<file path="config.mk">
export PLATFORM = sky130hd
export DESIGN_NAME = nbit_bitmap_encoder
export DESIGN_NICKNAME = d
export VERILOG_FILES = /design/src/rtl/nbit_bitmap_encoder.sv
export SDC_FILE = /design/constraint.sdc
export NUM_CORES = 1
export LEC_CHECK = 0
export ABC_AREA = 0
export BUFFER_PORTS_ARGS = -buffer_cell sky130_fd_sc_hd__buf_4
export CORE_UTILIZATION = 45
export DETAILED_ROUTE_END_ITERATION = 12
export GPL_TIMING_DRIVEN = 0
export PLACE_DENSITY = 0.77
export SLEW_MARGIN = 20
export SYNTH_ARGS = -nofsm -noshare
export SYNTH_HDL_FRONTEND = slang
export SYNTH_SLANG_ARGS = --single-unit
</file>
<file path="constraint.sdc">
create_clock -name clk -period 4.1 [get_ports clk]
set_clock_uncertainty 0.2 [all_clocks]
set_input_delay 0.82 -clock clk [delete_from_list [all_inputs] [get_ports clk]]
set_output_delay 0.82 -clock clk [all_outputs]
set_load 0.01 [all_outputs]
</file>
<file path="src/rtl/nbit_bitmap_encoder.sv">
// nbit_bitmap_encoder: serialises a 2**N-bit bitmap into the N-bit indices of its
// set bits, one index per valid/ready beat, lowest-first or highest-first.
module nbit_bitmap_encoder #(
  parameter int unsigned N         = 3,
  parameter bit          MSB_FIRST = 1'b0
) (
  input  logic              clk,
  input  logic              rst,
  input  logic              in_valid,
  output logic              in_ready,
  input  logic [2**N-1:0]   in_vec,
  output logic              out_valid,
  input  logic              out_ready,
  output logic [N-1:0]      out_idx,
  output logic              out_last,
  output logic [N:0]        out_count
);

  localparam int unsigned W  = 2**N;
  localparam int unsigned CW = N + 1;

  typedef enum logic {
    IDLE = 1'b0,
    SCAN = 1'b1
  } state_e;

  state_e         state_q, state_d;
  logic [W-1:0]   pending_q, pending_d;
  logic [CW-1:0]  count_q, count_d;
  logic [N-1:0]   idx_q, idx_d;
  logic           last_q, last_d;

  // Index of the next bit to emit; the later match in the scan wins.
  function automatic logic [N-1:0] pick_idx(input logic [W-1:0] v);
    logic [N-1:0] idx;
    idx = '0;
    if (MSB_FIRST) begin
      for (int i = 0; i < int'(W); i++) if (v[i]) idx = N'(i);
    end else begin
      for (int i = int'(W) - 1; i >= 0; i--) if (v[i]) idx = N'(i);
    end
    return idx;
  endfunction

  // Number of set bits, 0..2**N.
  function automatic logic [CW-1:0] popcount(input logic [W-1:0] v);
    logic [CW-1:0] c;
    c = '0;
    for (int i = 0; i < int'(W); i++) c = c + CW'(v[i]);
    return c;
  endfunction

  // Next-state logic; idx/last are precomputed from the next pending value so the
  // outputs come straight from flops with no path from in_* to out_*.
  always_comb begin
    state_d   = state_q;
    pending_d = pending_q;
    count_d   = count_q;
    unique case (state_q)
      IDLE: begin
        if (in_valid) begin
          pending_d = in_vec;
          count_d   = popcount(in_vec);
          if (in_vec != '0) state_d = SCAN;
        end
      end
      SCAN: begin
        if (out_ready) begin
          pending_d = pending_q & ~(W'(1) << idx_q);
          if (last_q) state_d = IDLE;
        end
      end
      default: state_d = IDLE;
    endcase
    idx_d  = pick_idx(pending_d);
    last_d = (pending_d != '0) && ((pending_d & (pending_d - W'(1))) == '0);
  end

  // State and burst registers, cleared immediately on reset.
  always_ff @(posedge clk or posedge rst) begin
    if (rst) begin
      state_q   <= IDLE;
      pending_q <= '0;
      count_q   <= '0;
      idx_q     <= '0;
      last_q    <= '0;
    end else begin
      state_q   <= state_d;
      pending_q <= pending_d;
      count_q   <= count_d;
      idx_q     <= idx_d;
      last_q    <= last_d;
    end
  end

  assign in_ready  = (state_q == IDLE);
  assign out_valid = (state_q == SCAN);
  assign out_idx   = idx_q;
  assign out_last  = last_q;
  assign out_count = count_q;

endmodule

</file>
==> reports/metrics.cfg, run 1 <==
[run_status]
status=completed

[floorplan]
initial_core_util_pct=47.83
placeableCoreArea_sq_mm=0.002477
die_y_um=53.32
die_x_um=53.32
num_rows=18
io_pins=22
die_area_sq_mm=0.002842

[timing]
rsz0062_at_grt=no
tns_ns=0
slew-limit-headroom_pct=57.69
layout_min_cycle_time_ns=3.391
post-route-period-util_pct=82.70
fmax_mhz=294.9
tightestPinTransition_ns=0.6340
slew_violations=0
setup_viol=0
hold_viol=0

[route]
avgViaCountPerCell=5.356
post_drt_wl_per_cell_um=14.17
num_vias=932
ant_nets=0
drc=0
dr.pass1.iters=4
drt-initial-drc-count=25
wl_um=2465

[pwr]
power_leakage_nw=0.6947
ir_drop_v=0.0003462
power_mw=0.9291
p_per_area_mw_per_mm2=664.2

[worst_setup_path]
cp.depth=11
reg2reg_to=out_last
crit_slowest_cell=fa_1
cp_top_family=adder cells
critPathCaptureType=register
r2r_cells=6
rr_startpoint=out_idx[0]
cp.required_ns=4.11
critPathLaunchType=input port
crit_fanout=3
r2r_slack_ns=1.70
crit_chain=buf_4 > fa_1 > inv_1 > fa_1 > fa_1 > inv_1 > ha_1 > inv_1 > fa_1 > xor2_1 > o21ai_0
max_stage_delay_ns=0.53
crit_top_cell=fa_1
path_buf_inv=4
critPathArrivalTime_ns=3.40
path_class=input port to register

[logic_synthesis]
yosysTopAreaCellShare_pct=35.90
netlist_instances=120
synth_area_leaders=dfrtp_1 36%, fa_1 6.8%, inv_1 5.4%, o22ai_2 5.3%, mux2i_1 5.1%
synth-seq-cells=17
synth-warning-count=0
yosysSeqAreaShare_pct=35.90
yosys.area.top_type=dfrtp_1
synth_area_sq_mm=0.001185
synth_cell_types=37
synth_fp_nets=140
synth_area_per_cell_sq_um=9.874

[global_route]
grt.overflow.total=0
grt_pass1_vias=919
grt_max_degree=18
grt_pass1_wl_um=4002
grt_use_total_pct=19.61
antenna_found_initial=0

[cts]
clk-insertion-delay-late_ns=0.29
cts_tree=built
holdBufCountCts=0
clockBufferDepth=2
cts-buffers-inserted=3
cts_root_buf=clkbuf_4
clk_pin_slew_ns=0.10
numClockSinks=17
cts.htree.levels=1
cts_resized=0
cts_setup_buffers=0

[final_layout]
regArea_sq_um=425.4
nNetsFinal=165
drive_above_1_share_pct=27.78
n_antenna_cell=0
stdcell_count=174
multi_input_area_sq_um=664.4
area_growth_pct=18.06
fillCellCount=238

[placed_design]
place.gp.congestion=0.8132
dp_hpwl_um=1916
place_inst=170
port_buffers=20

[run]
maxCapViolations=0

[hold_path]
min_path_cells=2
hold_start=out_count[1]
holdPathEnd=out_count[1]
hold_class=register to register

==> worst reg2reg max path, cell delays in order, from the launching register on <==
cell     delay [ns]
dfrtp_1        0.48
nor4b_2        0.35
o22ai_2        0.18
or4_4          0.54
and2_4         0.16
o31ai_1        0.27
a21oi_1        0.11
==> metrics by stage <==
stage	hold WS (ns)	setup slack (ns)	instance area, sq um	util [%]
final	0.3001	0.7094	1399	56.46
after global routing	0.3124	0.5271	1399	56.46
after CTS	0.3054	0.6901	1399	56.46
after detailed placement	0.2803	0.3912	1373	55.40
after global placement	0.2664	0.4433	1373	55.40
after floorplan	0.3139	0.6857	1185	-
==> final cells by class <==
cell class,count,area share (%)
well taps,30,2.683
clock buffers,4,1.878
flip-flops and latches,17,30.41
multi-input cells,82,47.50
plain buffers,4,2.236
inverters,17,4.562
repair buffers,20,10.73
==> cells in the mapped netlist <==
master / instances
and4b_1: 1
xor2_1: 1
nor3_1: 4
o211ai_1: 1
o31ai_1: 1
or4b_2: 1
nand2b_1: 3
and4b_2: 2
a21oi_1: 5
mux2i_4: 1
nor2b_1: 1
buf_6: 2
and4bb_1: 2
clkbuf_1: 1
dfrtp_1: 17
nand3_1: 1
and2_4: 1
or4_4: 1
nor2_1: 4
nand2_1: 16
o22ai_1: 2
buf_2: 1
mux2i_1: 6
or4bb_2: 1
o21ai_1: 1
nor4_1: 1
and3b_1: 1
inv_1: 17
o21bai_1: 1
fa_1: 4
and4_2: 1
or2b_1: 1
a211oi_1: 3
ha_1: 4
o21ai_0: 4
nor4b_2: 1
o22ai_2: 5
==> kinds of logic (layout without fill, tap and decap cells) <==
kind of cell,Yosys count,in the layout,share of synthesized area [%]
buffers and inverters,21,45,8.024
adders and majority gates,8,8,10.98
muxes,7,7,6.969
AOI/OAI and AO/OA,23,23,14.36
xor gates and xnor gates,1,1,0.7393
and+or+nand+nor,43,43,23.02
DFF,17,17,35.90
==> power breakdown <==
part	leakage, nW	switching [mW]	internal (mW)
Combinational	0.466	0.289	0.249
Sequential	0.214	0.0595	0.242
Clock	0.0150	0.0516	0.0378
==> registers in the layout (all words and copies together) (netlist names) <==
register	flops
out_last	1
out_count	4
out_idx	3
pending_q	8
out_valid	1
==> placed cells by master, fill, tap and decap left out, types with 2 or more instances in the layout <==
cell      netlist  layout
buf_4           0      20
inv_1          17      17
dfrtp_1        17      17
nand2_1        16      16
mux2i_1         6       6
o22ai_2         5       5
a21oi_1         5       5
o21ai_0         4       4
nor2_1          4       4
nor3_1          4       4
fa_1            4       4
ha_1            4       4
nand2b_1        3       3
a211oi_1        3       3
clkbuf_4        0       3
buf_6           2       2
clkbuf_1        1       2
and4bb_1        2       2
and4b_2         2       2
o22ai_1         2       2
==> per-layer routing <==
metal	wire length [um]	GRT usage, %	vias up	part of all wire, %
met2	1284	36.25	11	52
li1	-	-	466	-
met5	0	0	-	0
met1	1114	23.58	453	45
met3	46	1.724	2	1.9
met4	19	5.702	0	0.77
==> worst max path at each step <==
stage          startpoint            to  slack [ns]
6_report        in_vec[0]  out_count[2]        0.71
3_3_place_gp    in_vec[0]  out_count[2]        0.44
3_5_place_dp    in_vec[0]  out_count[2]        0.39
4_1_cts         in_vec[0]  out_count[2]        0.69
5_1_grt         in_vec[0]  out_count[2]        0.53
2_1_floorplan   in_vec[0]  out_count[2]        0.69
Note: power is estimated with default switching activity, not from simulation.
==> run 2, diff against run 1 <==
- PLACE_DENSITY: 0.77 -> 0.79
- clock period: 4.1 -> 2.8 ns (I/O delays scaled with it)
==> run 2 against run 1 <==
  * The flow now finishes with violations (negative setup slack)
  * Sequential power increased by 46%
  * Via count increased by 6.1%
  * Critical path depth unchanged
  * Clock power increased by 44%
  * Sequential cell count unchanged
  * Worst hold slack got worse by 0.15 ns
  * First-iteration DRC count increased by 8.0%
  * Power increased by 50%
  * Cell count increased by 1.7%
  * Clock-buffer cell count decreased by 1
==> reports/metrics.cfg, run 2 (synthesis gave the netlist of run 1 again) <==
[run_status]
status=finished with violations
violations=negative setup slack

[final_layout]
fillCellCount=213
largest-register=pending_q
regArea_sq_um=425.4
area_growth_pct=22.91
layout_common_cells=21 x buf_4, 17 x dfrtp_1, 16 x nand2_1
final_common_cell=buf_4
stdcell_count=177
largest_reg_flops=8
multi_input_area_sq_um=686.9
n_antenna_cell=0
fin_area_sq_mm=0.001456
nNetsFinal=168
drive_above_1_share_pct=34.01

[timing]
slew-limit-headroom_pct=57.03
hold_viol=0
tightestPinTransition_ns=0.6439
setup_viol=3
rsz0062_at_grt=yes
timing.final.ws_setup_ns=-0.2374
fmax_mhz=329.2
layout_min_cycle_time_ns=3.037
post-route-period-util_pct=108.5
slew_violations=0

[pwr]
p_per_area_mw_per_mm2=958.7
ir_drop_v=0.0005359
power_leakage_nw=0.7161
power_mw=1.396

[global_route]
grt_pass1_vias=894
grt_pass1_wl_um=3850
grt.overflow.total=0
grt_max_degree=18
antenna_found_initial=0
grt_use_total_pct=18.66

[floorplan]
die_area_sq_mm=0.002842
die_x_um=53.32
num_rows=18
initial_core_util_pct=47.83
die_y_um=53.32
io_pins=22
placeableCoreArea_sq_mm=0.002477

[route]
avgViaCountPerCell=5.588
num_vias=989
dr.pass1.iters=4
post_drt_wl_per_cell_um=14.15
drt-initial-drc-count=27
drc=0
wl_um=2505
ant_nets=0

[placed_design]
postPlaceCellArea_sq_mm=0.001378
place_inst=170
place.gp.congestion=0.7920
dp_hpwl_um=1926
port_buffers=20
pre_cts_ws_ns=-0.6660

[cts]
cts-buffers-inserted=3
clockBufferDepth=2
holdBufCountCts=0
cts_root_buf=clkbuf_4
cts.htree.levels=1
cts_tree=built
clk_pin_slew_ns=0.10
numClockSinks=17
clk-insertion-delay-late_ns=0.29

[worst_setup_path]
max_stage_delay_ns=0.54
crit_top_cell=fa_1
path_class=input port to register
critPathLaunchType=input port
crit_chain=buf_8 > fa_1 > inv_1 > fa_1 > fa_1 > inv_2 > ha_4 > inv_2 > fa_2 > xor2_1 > o21ai_1
critPathArrivalTime_ns=3.04
crit_fanout=2
cp.required_ns=2.81
crit_slowest_cell=fa_1
r2r_slack_ns=0.39
critPathCaptureType=register

[run]
maxCapViolations=0

[hold_path]
hold_class=input port to async pin

## run 2: changes by cell type in the layout (fill, tap and decap cells not counted), moves of 2 or more
cell / before / now
o21ai_0: 4 / 1
inv_1: 17 / 15
inv_2: 0 / 2
o21ai_1: 1 / 3
## run 2: path summary, 6_finish.rpt
check                             startpoint            to  cells past startpoint
worst max-delay path               in_vec[0]  out_count[2]                     11
worst max register to register    out_idx[2]      out_last                      6
worst min-delay path                     rst    out_idx[2]                      2
min in group clk                out_count[0]  out_count[0]                      2
max in group asynchronous                rst  out_count[3]                      2
worst min register to register  out_count[0]  out_count[0]                      2
## run 2: stage by stage
step	hold slack, ns	util [%]	TNS (ns)
2_1_floorplan	0.2861	-	-0.6755
3_3_place_gp	0.2657	55.61	-1.430
3_5_place_dp	0.2685	55.61	-1.723
4_1_cts	0.1647	57.63	-0.5488
5_1_grt	0.1931	58.79	-0.7634
6_report	0.1494	58.79	-0.5193
## run 2: per-layer routing
layer	part of all wire [%]	vias to the layer above	global-route usage, %
li1	-	469	-
met3	2.9	2	1.724
met2	53	22	33.75
met4	0.64	0	2.632
met1	43	496	24.16
met5	0	-	0
## run 2: final cells by class
cell class / count / share of cell area (%)
buffer: 4 / 2.148
clock buffer: 3 / 1.546
clock inverter: 1 / 0.3436
inverter: 17 / 4.381
multi-input combinational: 82 / 47.16
sequential: 17 / 29.21
tap: 30 / 2.577
timing repair buffer: 23 / 12.63
## run 2: report_power, final
part	switching (mW)	internal, mW	total [mW]	leakage (nW)
Clock	0.0761	0.0530	0.129	0.0177
Combinational	0.438	0.389	0.827	0.484
Sequential	0.0858	0.354	0.440	0.214
Total	0.600	0.796	1.40	0.716
## run 2: critical path, delay by kind of cell
kind	cells	cell delay, ns
xor gates and xnor gates	1	0.15
buffers and inverters	4	0.26
adders and majority gates	5	1.92
AOI/OAI and AO/OA	1	0.15
## run 2: what timing repair did
| action | in CTS | in global routing |
|---|---|---|
| gates cloned | 0 | 0 |
| endpoints found under the setup margin | 2 | 3 |
| resized for setup | 4 | 5 |
| pin swaps | 1 | 3 |
| buffers inserted | 2 | 1 |
==> run 3, diff against run 2 <==
- ABC_AREA: 0 -> not set
- CORE_UTILIZATION: 45 -> 49
- PLACE_DENSITY: 0.79 -> 0.85
- SETUP_SLACK_MARGIN: not set -> 0.2
==> run 3 against run 2 <==
  * The run still ends with negative setup slack left
  * Utilization increased by 4.8 points
  * Sequential share of layout area increased by 0.48 points
  * Via count is 5.7% lower
  * Non-clock buffer count fell by 2
  * Cell count down 2.3%
  * Wire length down 0.32%
  * Register-to-register slack gained 0.07 ns
  * First-iteration DRC count down 70%
  * Highest routed layer unchanged
==> reports/metrics.cfg, run 3 (synthesis gave the netlist of run 1 again) <==
[route]
wl_um=2497
avgViaCountPerCell=5.393
drc=0
num_vias=933
drt-initial-drc-count=8
post_drt_wl_per_cell_um=14.43
ant_nets=0
dr.pass1.iters=4

[run_status]
violations=negative setup slack
status=finished with violations

[floorplan]
placeableCoreArea_sq_mm=0.002255
die_y_um=51.18
die_x_um=51.18
io_pins=22
num_rows=17
initial_core_util_pct=52.55
die_area_sq_mm=0.002619

[timing]
hold_viol=0
post-route-period-util_pct=107.6
whs_ns=0.1409
tns_ns=-0.4018
tightestPinTransition_ns=0.6394
slew-limit-headroom_pct=57.32
slew_violations=0
fmax_mhz=332.0
rsz0062_at_grt=yes
setup_viol=2
layout_min_cycle_time_ns=3.012
timing.final.ws_setup_ns=-0.2116

[cts]
cts_root_buf=clkbuf_4
cts_tree=built
numClockSinks=17
clk_pin_slew_ns=0.10
holdBufCountCts=0
clk-insertion-delay-late_ns=0.29
cts-buffers-inserted=3
clockBufferDepth=2
cts.htree.levels=1

[final_layout]
fin_area_sq_mm=0.001433
fin_util_pct=63.54
drive_above_1_share_pct=31.72
nNetsFinal=166
layout_common_cells=19 x buf_4, 17 x dfrtp_1, 15 x nand2_1, 15 x inv_1, 6 x mux2i_1
fillCellCount=203
largest_reg_flops=8
n_antenna_cell=0
multi_input_area_sq_um=681.9
largest-register=pending_q
area_growth_pct=20.91
regArea_sq_um=425.4
final_common_cell=buf_4

[global_route]
grt_pass1_wl_um=4057
grt_max_degree=18
grt.overflow.total=0
antenna_found_initial=0
grt_pass1_vias=922
grt_use_total_pct=21.84

[pwr]
p_per_area_mw_per_mm2=963.2
power_leakage_nw=0.7019
ir_drop_v=0.0006236
power_mw=1.380

[worst_setup_path]
critPathCaptureType=register
critPathLaunchType=input port
crit_fanout=2
critPathArrivalTime_ns=2.99
cp.required_ns=2.78
path_class=input port to register

[run]
maxCapViolations=0

[placed_design]
postPlaceCellArea_sq_mm=0.001385
dp_hpwl_um=1921
port_buffers=20
place.gp.congestion=0.8178

[hold_path]
hold_class=input port to async pin

==> run 3: through the flow <==
| stage | cells | setup WS, ns |
|---|---|---|
| after detailed placement | 168 | -0.5791 |
| after floorplan | 120 | -0.3268 |
| final | 173 | -0.2116 |
| after global placement | 168 | -0.5142 |
| after global routing | 173 | -0.2928 |
| after CTS | 173 | -0.2249 |
==> run 3: cell type report <==
| cell class | count | area share, % |
|---|---|---|
| clock buffer | 4 | 1.834 |
| timing repair buffer | 21 | 11.79 |
| buffer | 4 | 2.183 |
| sequential | 17 | 29.69 |
| tap | 28 | 2.445 |
| inverter | 17 | 4.454 |
| multi-input combinational | 82 | 47.60 |
==> run 3: metal layers <==
layer | wire, um | share of wire, % | track usage [%]
met1 | 1165 | 47 | 26.23
met2 | 1237 | 50 | 37.94
met3 | 34 | 1.4 | 1.786
met4 | 59 | 2.4 | 12.50
met5 | 0 | 0 | 0
==> run 3: power breakdown <==
| part | leakage [nW] | total, mW | switching, mW | internal (mW) |
|---|---|---|---|---|
| combinational | 0.473 | 0.807 | 0.428 | 0.379 |
| sequential | 0.214 | 0.441 | 0.0862 | 0.354 |
| clock | 0.0150 | 0.133 | 0.0772 | 0.0555 |
| total | 0.702 | 1.38 | 0.591 | 0.789 |
==> run 3: critical path, stage by stage <==
cell	delay (ns)
buf_8	0.10
fa_1	0.54
inv_1	0.06
fa_1	0.50
fa_1	0.42
inv_2	0.08
ha_4	0.13
inv_2	0.03
fa_2	0.50
o21ai_1	0.07
==> run 3: final timing paths <==
path                                   start           end  slack (ns)  cells past startpoint
worst min-delay path                     rst  pending_q[5]        0.14                      2
min in group clk                out_count[3]  out_count[3]        0.29                      2
max in group asynchronous                rst  pending_q[1]        1.85                      2
worst min register to register  out_count[3]  out_count[3]        0.29                      2
worst max register to register    out_idx[2]      out_last        0.46                      6
worst max-delay path               in_vec[0]  out_count[1]       -0.21                     10
==> run 3: what timing repair did <==
item | in CTS | in global routing
setup buffers | 1 | 0
endpoints found under the setup margin | 4 | 4
resized for setup | 4 | 1
